--- config.mk ---
export PLATFORM = sky130hd
export DESIGN_NAME = pipe_hazard_ctrl
export DESIGN_NICKNAME = d
export VERILOG_FILES = /design/src/rtl/pipe_hazard_ctrl.sv
export SDC_FILE = /design/constraint.sdc
export NUM_CORES = 1
export LEC_CHECK = 0
export ABC_AREA = 1
export BUFFER_PORTS_ARGS = -buffer_cell sky130_fd_sc_hd__buf_2
export CORE_MARGIN = 2
export CORE_UTILIZATION = 38
export DETAILED_ROUTE_END_ITERATION = 10
export PLACE_DENSITY_LB_ADDON = 0.3
export SYNTH_ARGS = -nofsm -noshare
export SYNTH_HDL_FRONTEND = slang
export SYNTH_SLANG_ARGS = --single-unit
export TNS_END_PERCENT = 50
--- constraint.sdc ---
create_clock -name clk -period 1.2 [get_ports clk]
set_input_delay 0.24 -clock clk [delete_from_list [all_inputs] [get_ports clk]]
set_output_delay 0.24 -clock clk [all_outputs]
set_load 0.005 [all_outputs]
--- src/rtl/pipe_hazard_ctrl.sv ---
// Pipeline sequencing controller: load-use stalls, EX redirect flushes, and mul/div occupancy.
// Optional perf counters are built when HAZARD_PERF_EN is defined; otherwise stall_cnt/flush_cnt read 0.
module pipe_hazard_ctrl #(
    parameter int unsigned FLUSH_CYCLES  = 1,
    parameter int unsigned MC_MAX_CYCLES = 64,
    parameter logic [6:0]  LOAD_OP       = 7'b0000011
) (
    input  logic        clk,
    input  logic        rst_n,
    input  logic [4:0]  id_rs1,
    input  logic [4:0]  id_rs2,
    input  logic        id_use_rs1,
    input  logic        id_use_rs2,
    input  logic        id_mc,
    input  logic [6:0]  ex_op,
    input  logic [4:0]  ex_rd,
    input  logic        ex_wer,
    input  logic        ex_redirect,
    input  logic        mc_done,
    output logic        pc_en,
    output logic        pc_redirect,
    output logic        ifid_en,
    output logic        ifid_kill,
    output logic        idex_en,
    output logic        idex_kill,
    output logic        mc_start,
    output logic        mc_timeout,
    output logic [31:0] stall_cnt,
    output logic [31:0] flush_cnt
);

    typedef enum logic [1:0] {RUN, LU_STALL, MC_WAIT, FLUSH} state_t;

    localparam logic [2:0] FLUSH_LOAD = 3'(FLUSH_CYCLES);
    localparam logic [7:0] WD_LAST    = 8'(MC_MAX_CYCLES - 1);

    state_t     state_reg, state_next;
    logic [2:0] flush_left_reg, flush_left_next;
    logic [7:0] wd_reg, wd_next;
    logic       timeout_reg, timeout_next;
    logic       load_use;

    assign load_use = (ex_op == LOAD_OP) && ex_wer && (ex_rd != 5'd0) &&
                      ((id_use_rs1 && (id_rs1 == ex_rd)) ||
                       (id_use_rs2 && (id_rs2 == ex_rd)));

    always_ff @(posedge clk) begin
        if (!rst_n) begin
            state_reg      <= RUN;
            flush_left_reg <= 3'd0;
            wd_reg         <= 8'd0;
            timeout_reg    <= 1'b0;
        end else begin
            state_reg      <= state_next;
            flush_left_reg <= flush_left_next;
            wd_reg         <= wd_next;
            timeout_reg    <= timeout_next;
        end
    end

    always_comb begin
        state_next      = state_reg;
        flush_left_next = flush_left_reg;
        wd_next         = wd_reg;
        timeout_next    = timeout_reg;
        pc_en           = 1'b1;
        pc_redirect     = 1'b0;
        ifid_en         = 1'b1;
        ifid_kill       = 1'b0;
        idex_en         = 1'b1;
        idex_kill       = 1'b0;
        mc_start        = 1'b0;

        if (ex_redirect) begin
            // A redirect overrides every state and abandons any outstanding mc op.
            pc_redirect     = 1'b1;
            ifid_kill       = 1'b1;
            idex_kill       = 1'b1;
            state_next      = FLUSH;
            flush_left_next = FLUSH_LOAD;
            wd_next         = 8'd0;
        end else begin
            case (state_reg)
                RUN, LU_STALL: begin
                    state_next = RUN;
                    if ((state_reg == RUN) && load_use) begin
                        pc_en      = 1'b0;
                        ifid_en    = 1'b0;
                        idex_kill  = 1'b1;
                        state_next = LU_STALL;
                    end else if (id_mc) begin
                        mc_start   = 1'b1;
                        state_next = MC_WAIT;
                        wd_next    = 8'd0;
                    end
                end
                MC_WAIT: begin
                    pc_en   = 1'b0;
                    ifid_en = 1'b0;
                    if (mc_done) begin
                        // Result retires from ID/EX; refill it with a bubble.
                        idex_en    = 1'b1;
                        idex_kill  = 1'b1;
                        state_next = RUN;
                        wd_next    = 8'd0;
                    end else begin
                        idex_en = 1'b0;
                        if (wd_reg == WD_LAST) begin
                            timeout_next = 1'b1;
                            state_next   = RUN;
                            wd_next      = 8'd0;
                        end else begin
                            wd_next = wd_reg + 8'd1;
                        end
                    end
                end
                FLUSH: begin
                    ifid_kill = 1'b1;
                    idex_kill = 1'b1;
                    if (flush_left_reg <= 3'd1) begin
                        state_next = RUN;
                    end else begin
                        flush_left_next = flush_left_reg - 3'd1;
                    end
                end
                default: state_next = RUN;
            endcase
        end

        if (!rst_n) begin
            pc_en       = 1'b0;
            pc_redirect = 1'b0;
            ifid_en     = 1'b0;
            ifid_kill   = 1'b1;
            idex_en     = 1'b1;
            idex_kill   = 1'b1;
            mc_start    = 1'b0;
        end
    end

    assign mc_timeout = timeout_reg;

`ifdef HAZARD_PERF_EN
    logic [31:0] stall_cnt_reg;
    logic [31:0] flush_cnt_reg;

    always_ff @(posedge clk) begin
        if (!rst_n) begin
            stall_cnt_reg <= 32'd0;
            flush_cnt_reg <= 32'd0;
        end else begin
            if (!pc_en) begin
                stall_cnt_reg <= stall_cnt_reg + 32'd1;
            end
            if (ex_redirect) begin
                flush_cnt_reg <= flush_cnt_reg + 32'd1;
            end
        end
    end

    assign stall_cnt = stall_cnt_reg;
    assign flush_cnt = flush_cnt_reg;
`else
    assign stall_cnt = 32'd0;
    assign flush_cnt = 32'd0;
`endif

endmodule

==> key figures, run 1 <==
STA
  • Hold slack: 299 ps
  • Final setup vio count: 16
  • Peak Freq: 0.659 GHz
  • Clock period minus worst slack: 1520 ps
  • Final period util: 126%
  • RSZ-0062 raised after global routing: true
  • Final hold viol count: 0
  • Final Max Slew Viols: 0
  • Final setup TNS: -2190 ps
  • Clock skew: 1.39 ps
  • Worst setup margin: -317 ps

Setup path
  • Worst path bufs/invs: 1
  • CP max FO: 4
  • Crit. End Element: output pin
  • Worst R2R Setup Slack: -110 ps
  • CP arrival: 1280 ps
  • CP cell instances: nor2_1 > nand3_1 > nor2_2 > nand2_4 > nand2_2 > a21oi_2 > buf_2
  • Slowest cell on the critical path: dfxtp_2
  • Max incr delay on CP: 320 ps
  • Crit start category: flip-flop
  • CP required: 960 ps
  • Delay-heaviest family, CP: simple AND/OR/NAND/NOR gates
  • CP Class: reg -> out

Power
  • Power Total: 1.30 mW
  • Peak VDD IR: 0.000395 V
  • Leak pwr: 1.04 nW
  • Power Density: 678 nW/um^2

Finish
  • Register area: 289 um^2
  • Fillcell total: 424
  • Max reg flops: 8
  • Area of the multi-input gates: 1000 um^2
  • # diodes: 0
  • Layout Nets: 336
  • Design area: 1920 um^2
  • Non-filler instance count after layout: 353
  • Share of cells above drive strength 1: 36.6%
  • Final design utilization: 48.6%
  • Layout area overhead: 24.6%

Yosys
  • Avg Cell Area, Syn: 6.44 um^2
  • Synth Instances: 239
  • Area share of the largest cell type after synthesis: 31.7%
  • Most frequent cell after synthesis: buf_4
  • Yosys cell types: 27
  • Synth cell count leaders: buf_4, nand2_1, inv_1
  • Yosys top cell by area: buf_4
  • Top FF cell, synth: dfxtp_1
  • Synth warnings: 0
  • Number of flops mapped to enable cells by yosys: 0
  • Top cells by area, synth: buf_4, dfxtp_1, nand2_1
  • #FFs+latches synth: 14
  • Async SR Flop Fraction: 0%
  • Synth Cell Area: 1540 um^2
  • Register area share after synthesis: 18.2%

Worst hold path
  • HP Class: in -> reg

Floorplan
  • Initial core utilization: 39.0%
  • Site row count: 23
  • Die Ht: 67.6 um
  • Die X: 67.6 um
  • DIE AREA: 4580 um^2
  • Core area: 3940 um^2
  • I/O pins: 102

Clock tree
  • CTS buffer count: 3
  • CTS tree: yes
  • Skew-Pair Late Insertion Delay: 250 ps
  • H-tree Lvls: 1
  • Maximum buffer depth of the clock tree: 2
  • Sinks on the clock net: 14
  • Root Driver: clkbuf_8
  • Clock transition at path regs: 60 ps

Drt
  • Vias per Instance: 3.98
  • Final WL: 3200 um
  • Per-cell routed wire length: 9.07 um
  • DRT iter0 DRCs: 45
  • DRC: 0
  • Number of nets with antenna violations after routing: 0
  • Vias: 1405
  • Drt pass-1 iters: 4

Placement
  • Setup WS pre-CTS: -226 ps
  • GPL Wtd Cong: 0.784
  • PortBufs: 37
  • Placed Area: 1720 um^2
  • DPL Wire Length: 2590 um
  • Dpl cells: 344

Run status
  • Violated checks: setup timing
  • Outcome: complete, but fails checks

Global routing
  • Number of global-route vias before repair: 1145
  • Total global routing overflow: 0
  • GRT Util Overall: 13.6%
  • First-pass GRT wire length: 4750 um
  • Number of antenna violations at the first check in global routing: 0
  • Largest net degree at the start of global routing: 9

Run
  • Max cap viols: 0
[worst min-delay path: stages]
cell and delay, ps:
buf_2 110, nor2_2 40, nand2_1 70, a21oi_2 50
[metal layers]
layer | part of all wire, % | track usage (%)
met3 | 7.4 | 1.00
met5 | 0 | 0
met4 | 0.37 | 5.10
met2 | 49 | 23.5
met1 | 43 | 17.6
[cell families after synthesis]
kind of cell	count (synthesis)	share of synthesized area, %
simple gates	105	32.0
other cells	1	0.244
buf+inv	94	39.1
flops	14	18.2
compound gates	22	8.29
fa+ha+maj	2	1.63
xor+xnor	1	0.569
[where the power goes]
group	switching (mW)	internal, mW
combinational	0.207	0.139
clock	0.184	0.291
sequential	0.00541	0.473
[area by class of cell]
| type | count | share of cell area, % |
|---|---|---|
| clock buffer | 4 | 2.87 |
| inverter | 29 | 6.20 |
| tap | 50 | 3.26 |
| sequential | 14 | 15.1 |
| timing repair buffer | 62 | 20.2 |
| multi-input combinational | 194 | 52.3 |
[final timing paths]
| kind | startpoint | endpoint | depth (start not counted) |
|---|---|---|---|
| worst min register to register | wd_reg[7] | wd_reg[7] | 2 |
| worst max register to register | wd_reg[0] | state_reg[0] | 10 |
| worst min-delay path | mc_done | wd_reg[5] | 4 |
| worst max-delay path | state_reg[1] | pc_en | 7 |
[layout by cell type (no fill, tap or decap), types with 3 or more instances in the layout]
cell and n:
a21oi_1 9, a21oi_2 6, buf_2 37, buf_4 21, buf_6 4, clkbuf_8 4, conb_1 64, dfxtp_1 9
dfxtp_2 4, inv_1 18, inv_2 7, nand2_1 54, nand2_2 4, nand2_4 5, nand3_1 7, nor2_1 15
nor2_4 3, o21ai_1 3
[what timing repair did]
action | CTS | global route
hold buffers | 0 | 0
endpoints found under the setup margin | 16 | 17
pin swaps | 7 | 12
buffers inserted | 3 | 2
resized for setup | 8 | 18
Power figures use the tool's default switching activity.
==> run 2: changes to the inputs <==
Settings changed: REMOVE_ABC_BUFFERS from default to 1.
==> run 2 against run 1 <==
Compared with the run above:
- the run still ends with setup timing left
- maximum frequency is 3.7% higher
- combinational power grew 6.4%
- sequential power about the same
- sequential cell count is the same
- utilization increased by 0.98 points
- final cell count up 1.4%
- clock power decreased by 2%
- via count is 1.5% higher
- sequential share of layout area down 0.43 points
- register-to-register slack lost 20 ps
- first-iteration DRC count decreased by 38%
- final area increased by 2.0%
- largest power group unchanged
==> key figures, run 2 (synthesized netlist as in run 1, its figures left out) <==
STA
  • RSZ-0062 raised after global routing: true
  • Peak Freq: 0.684 GHz
  • Clock skew: 0.859 ps
  • Clock period minus worst slack: 1460 ps
  • Final hold viol count: 0
  • Final setup vio count: 14
  • Hold slack: 341 ps
  • Worst setup margin: -262 ps
  • Final period util: 122%
  • Final Max Slew Viols: 0

Finish
  • Most frequent cells in the layout: conb_1, nand2_1, buf_2, buf_4, inv_1
  • Layout area overhead: 27.1%
  • Max reg flops: 8
  • Design area: 1960 um^2
  • Share of cells above drive strength 1: 37.7%
  • # diodes: 0
  • Layout Nets: 341
  • Most common cell after layout, fill and taps aside: conb_1
  • Non-filler instance count after layout: 358

Floorplan
  • DIE AREA: 4580 um^2
  • I/O pins: 102
  • Initial core utilization: 39.0%
  • Die X: 67.6 um
  • Site row count: 23
  • Die Ht: 67.6 um
  • Core area: 3940 um^2

Drt
  • Per-cell routed wire length: 8.90 um
  • Vias per Instance: 3.98
  • Number of nets with antenna violations after routing: 0
  • Vias: 1426
  • DRC: 0
  • Drt pass-1 iters: 4
  • DRT iter0 DRCs: 28
  • Final WL: 3190 um

Placement
  • DPL Wire Length: 2410 um
  • Dpl cells: 345
  • GPL Wtd Cong: 0.770
  • PortBufs: 37
  • Placed Area: 1690 um^2

Global routing
  • Number of global-route vias before repair: 1165
  • Total global routing overflow: 0
  • Largest net degree at the start of global routing: 9
  • Number of antenna violations at the first check in global routing: 0
  • First-pass GRT wire length: 4770 um
  • GRT Util Overall: 13.4%

Clock tree
  • Skew-Pair Late Insertion Delay: 240 ps
  • H-tree Lvls: 1
  • Clock transition at path regs: 60 ps
  • Maximum buffer depth of the clock tree: 2
  • Root Driver: clkbuf_8
  • Sinks on the clock net: 14
  • CTS buffer count: 3
  • CTS tree: yes

Setup path
  • Crit. End Element: output pin
  • Crit start category: flip-flop
  • CP Class: reg -> out
  • CP required: 960 ps
  • CP max FO: 5
  • Max incr delay on CP: 350 ps
  • CP arrival: 1220 ps
  • Slowest cell on the critical path: dfxtp_2
  • CP cell instances: buf_4 > inv_4 > nor2_4 > nand2_2 > clkinv_4 > nand2_1 > buf_2

Power
  • Leak pwr: 1.06 nW
  • Power Total: 1.31 mW
  • Peak VDD IR: 0.000565 V
  • Power Density: 671 nW/um^2

Run status
  • Outcome: complete, but fails checks
  • Violated checks: setup timing

Worst hold path
  • HP Class: in -> reg

Run
  • Max cap viols: 0
[run 2: report_power, final]
part           switching, mW  internal [mW]
Sequential           0.00663          0.475
Combinational          0.211          0.157
Clock                  0.173          0.291
Total                  0.390          0.922
[run 2: layer usage]
metal  GRT usage, %  up-vias  part of all wire (%)
met2           24.5       53                    50
met4           5.36        0                  0.57
li1               -      750                     -
met5              0        -                     0
met1           15.7      621                    42
met3           1.33        2                   6.6
[run 2: timing repair]
action,4_1_cts,5_1_grt
pin swaps,11,13
setup buffers,8,1
hold endpoints to repair,0,0
setup endpoints to repair,17,19
resized for setup,25,14
hold buffers,0,0
[run 2: worst paths after layout]
kind                startpoint         end  slack, ps  cells past startpoint
setup reg to reg  state_reg[1]   wd_reg[7]       -130                      9
hold reg to reg     mc_timeout  mc_timeout        460                      2
hold / removal         mc_done   wd_reg[5]        340                      4
setup / recovery  state_reg[1]     idex_en       -260                      7
[run 2: layout make-up]
cell class	count	area (um^2)
inverter	29	121
sequential	14	287
fill	397	1990
timing repair buffer	67	428
multi-input combinational	194	1000
tap	50	62.6
clock buffer	4	55.1
[run 2: worst max-delay path: cells and delay by family (launching register included)]
family | cells | cell delay, ps
buffers and inverters | 4 | 390
DFF | 1 | 350
and+or+nand+nor | 3 | 240
[run 2: metrics by stage]
| stage | setup TNS [ps] | util [%] | setup slack [ps] |
|---|---|---|---|
| 2_1_floorplan | -292 | - | -102 |
| 3_3_place_gp | -2420 | 42.9 | -210 |
| 3_5_place_dp | -2490 | 42.9 | -199 |
| 4_1_cts | -1990 | 48.1 | -281 |
| 5_1_grt | -3280 | 49.6 | -337 |
| 6_report | -1890 | 49.6 | -262 |
==> run 3: changes to the inputs <==
Settings changed: SETUP_SLACK_MARGIN from default to 0.3.
==> run 3 against run 2 <==
Compared with the run above:
- the run still ends with setup timing left
- routed wire length increased by 4.2%
- non-clock buffer count grew 2
- global-route usage is 0.76 points higher
- clock power barely moved
- sequential power about the same
- sequential cell count is the same
- count of clock-buffer cells in the layout is the same
- clock skew rose by 1.5 ps
- combinational power increased by 6.0%
- via count increased by 2.1%
- largest cell class unchanged
==> key figures, run 3 (synthesized netlist as in run 1, its figures left out) <==
Finish
  • Design area: 2020 um^2
  • Layout area overhead: 31.5%
  • Register area: 288 um^2
  • Non-filler instance count after layout: 360
  • Max reg flops: 8
  • Most frequent cells in the layout: conb_1, nand2_1, buf_2, buf_4, inv_1
  • Most common cell after layout, fill and taps aside: conb_1
  • Layout Nets: 343
  • Share of cells above drive strength 1: 40.0%
  • Area of the multi-input gates: 1030 um^2
  • # diodes: 0
  • Fillcell total: 394

STA
  • Hold slack: 334 ps
  • Clock skew: 2.40 ps
  • Clock period minus worst slack: 1490 ps
  • RSZ-0062 raised after global routing: true
  • Final setup vio count: 18
  • Worst setup margin: -292 ps
  • Final setup TNS: -2570 ps
  • Final Max Slew Viols: 0
  • Final hold viol count: 0
  • Final period util: 124%
  • Peak Freq: 0.670 GHz

Run
  • Max cap viols: 0

Floorplan
  • Site row count: 23
  • Initial core utilization: 39.0%
  • Die X: 67.6 um
  • DIE AREA: 4580 um^2
  • I/O pins: 102
  • Core area: 3940 um^2
  • Die Ht: 67.6 um

Worst hold path
  • HP Class: in -> reg

Power
  • Peak VDD IR: 0.000578 V
  • Power Density: 660 nW/um^2
  • Leak pwr: 1.08 nW

Setup path
  • CP cell instances: buf_4 > inv_4 > nor2_4 > nand2_2 > clkinv_4 > nand2_1 > buf_2
  • Cells on worst reg2reg path: 10
  • R2r endpoint: state_reg[0]
  • CP required: 960 ps
  • CP endpoint: idex_en
  • CP Class: reg -> out
  • Delay-heaviest family, CP: buffers and inverters
  • CP arrival: 1250 ps
  • CP max FO: 5
  • Slowest cell on the critical path: dfxtp_2
  • Crit path from: state_reg[1]
  • Crit. End Element: output pin
  • Worst R2R Setup Slack: -190 ps
  • Crit start category: flip-flop
  • Reg2reg start: state_reg[0]
  • Max incr delay on CP: 360 ps
  • CP Depth: 7
  • Worst path bufs/invs: 4

Clock tree
  • CTS tree: yes
  • H-tree Lvls: 1
  • Maximum buffer depth of the clock tree: 2
  • Skew-Pair Late Insertion Delay: 240 ps
  • Clock transition at path regs: 60 ps
  • CTS buffer count: 3
  • Sinks on the clock net: 14
  • Root Driver: clkbuf_8

Drt
  • Vias: 1456
  • DRC: 0
  • Drt pass-1 iters: 4
  • Final WL: 3320 um
  • Number of nets with antenna violations after routing: 0
  • Per-cell routed wire length: 9.22 um
  • Vias per Instance: 4.04
  • DRT iter0 DRCs: 24

Global routing
  • Number of antenna violations at the first check in global routing: 0
  • First-pass GRT wire length: 5050 um
  • Number of global-route vias before repair: 1235
  • Largest net degree at the start of global routing: 9
  • Total global routing overflow: 0
  • Met1 Use GR: 15.9%
  • Global route hottest layer: met2
  • GRT Util Overall: 14.1%
  • Met3 GRT Util: 1.33%
  • Grt met2 use: 27.0%

Run status
  • Violated checks: setup timing
  • Outcome: complete, but fails checks

Placement
  • PortBufs: 37
  • Dpl cells: 345
  • Placed Area: 1690 um^2
  • DPL Wire Length: 2410 um
  • GPL Wtd Cong: 0.770
==> run 3: changes by cell type in the layout (fill, tap and decap cells not counted) <==
cell,previous run,this run
buf_4,27,23
buf_6,4,10
dfxtp_1,9,8
dfxtp_2,5,6
nand2_1,54,51
nand2_2,4,6
nand2_4,5,6
nand3_1,7,5
nand3_2,3,5
nor3_2,2,1
nor3_4,0,1
==> run 3: area by class of cell <==
cell class / instances / share of cell area (%)
multi-input cells: 194 / 51.0
clock buffers: 4 / 2.72
inverters: 29 / 6.00
repair buffers: 69 / 23.0
well taps: 50 / 3.09
flip-flops and latches: 14 / 14.2
==> run 3: report_power, final <==
group          switching, mW  internal, mW  leakage [nW]
logic                  0.220         0.170         0.939
clock network          0.173         0.291        0.0288
registers            0.00757         0.475         0.116
==> run 3: worst min-delay path by stage <==
stage | cells past startpoint | slack, ps | from | end
2_1_floorplan | 2 | 350 | rst_n | mc_timeout
3_3_place_gp | 2 | 440 | mc_timeout | mc_timeout
3_5_place_dp | 2 | 450 | mc_timeout | mc_timeout
4_1_cts | 4 | 320 | mc_done | wd_reg[5]
5_1_grt | 4 | 340 | mc_done | wd_reg[5]
6_report | 4 | 330 | rst_n | state_reg[0]
==> run 3: per-layer routing <==
metal / vias up / part of all wire, %
li1: 752 / -
met1: 649 / 41
met2: 53 / 52
met3: 2 / 6.4
met4: 0 / 0.54
met5: - / 0
==> run 3: worst min-delay path: cells and delay by family <==
| kind | cells | cell delay (ps) |
|---|---|---|
| and+or+nand+nor | 2 | 100 |
| buffers and inverters | 2 | 200 |
==> run 3: stage by stage <==
step                utilization [%]  power (mW)  setup slack [ps]
detailed placement             42.9       0.799              -199
global route                   51.3        1.43              -353
finish                         51.3        1.34              -292
CTS                            49.2        1.32              -281
floorplan                         -       0.656              -102
global placement               42.9       0.798              -210
==> run 3: timing repair <==
item / CTS / global route
hold buffers: 0 / 0
buffers inserted: 8 / 3
hold endpoints to repair: 0 / 0
pin swaps: 18 / 14
gates resized for setup: 35 / 18
setup endpoints to repair: 22 / 22
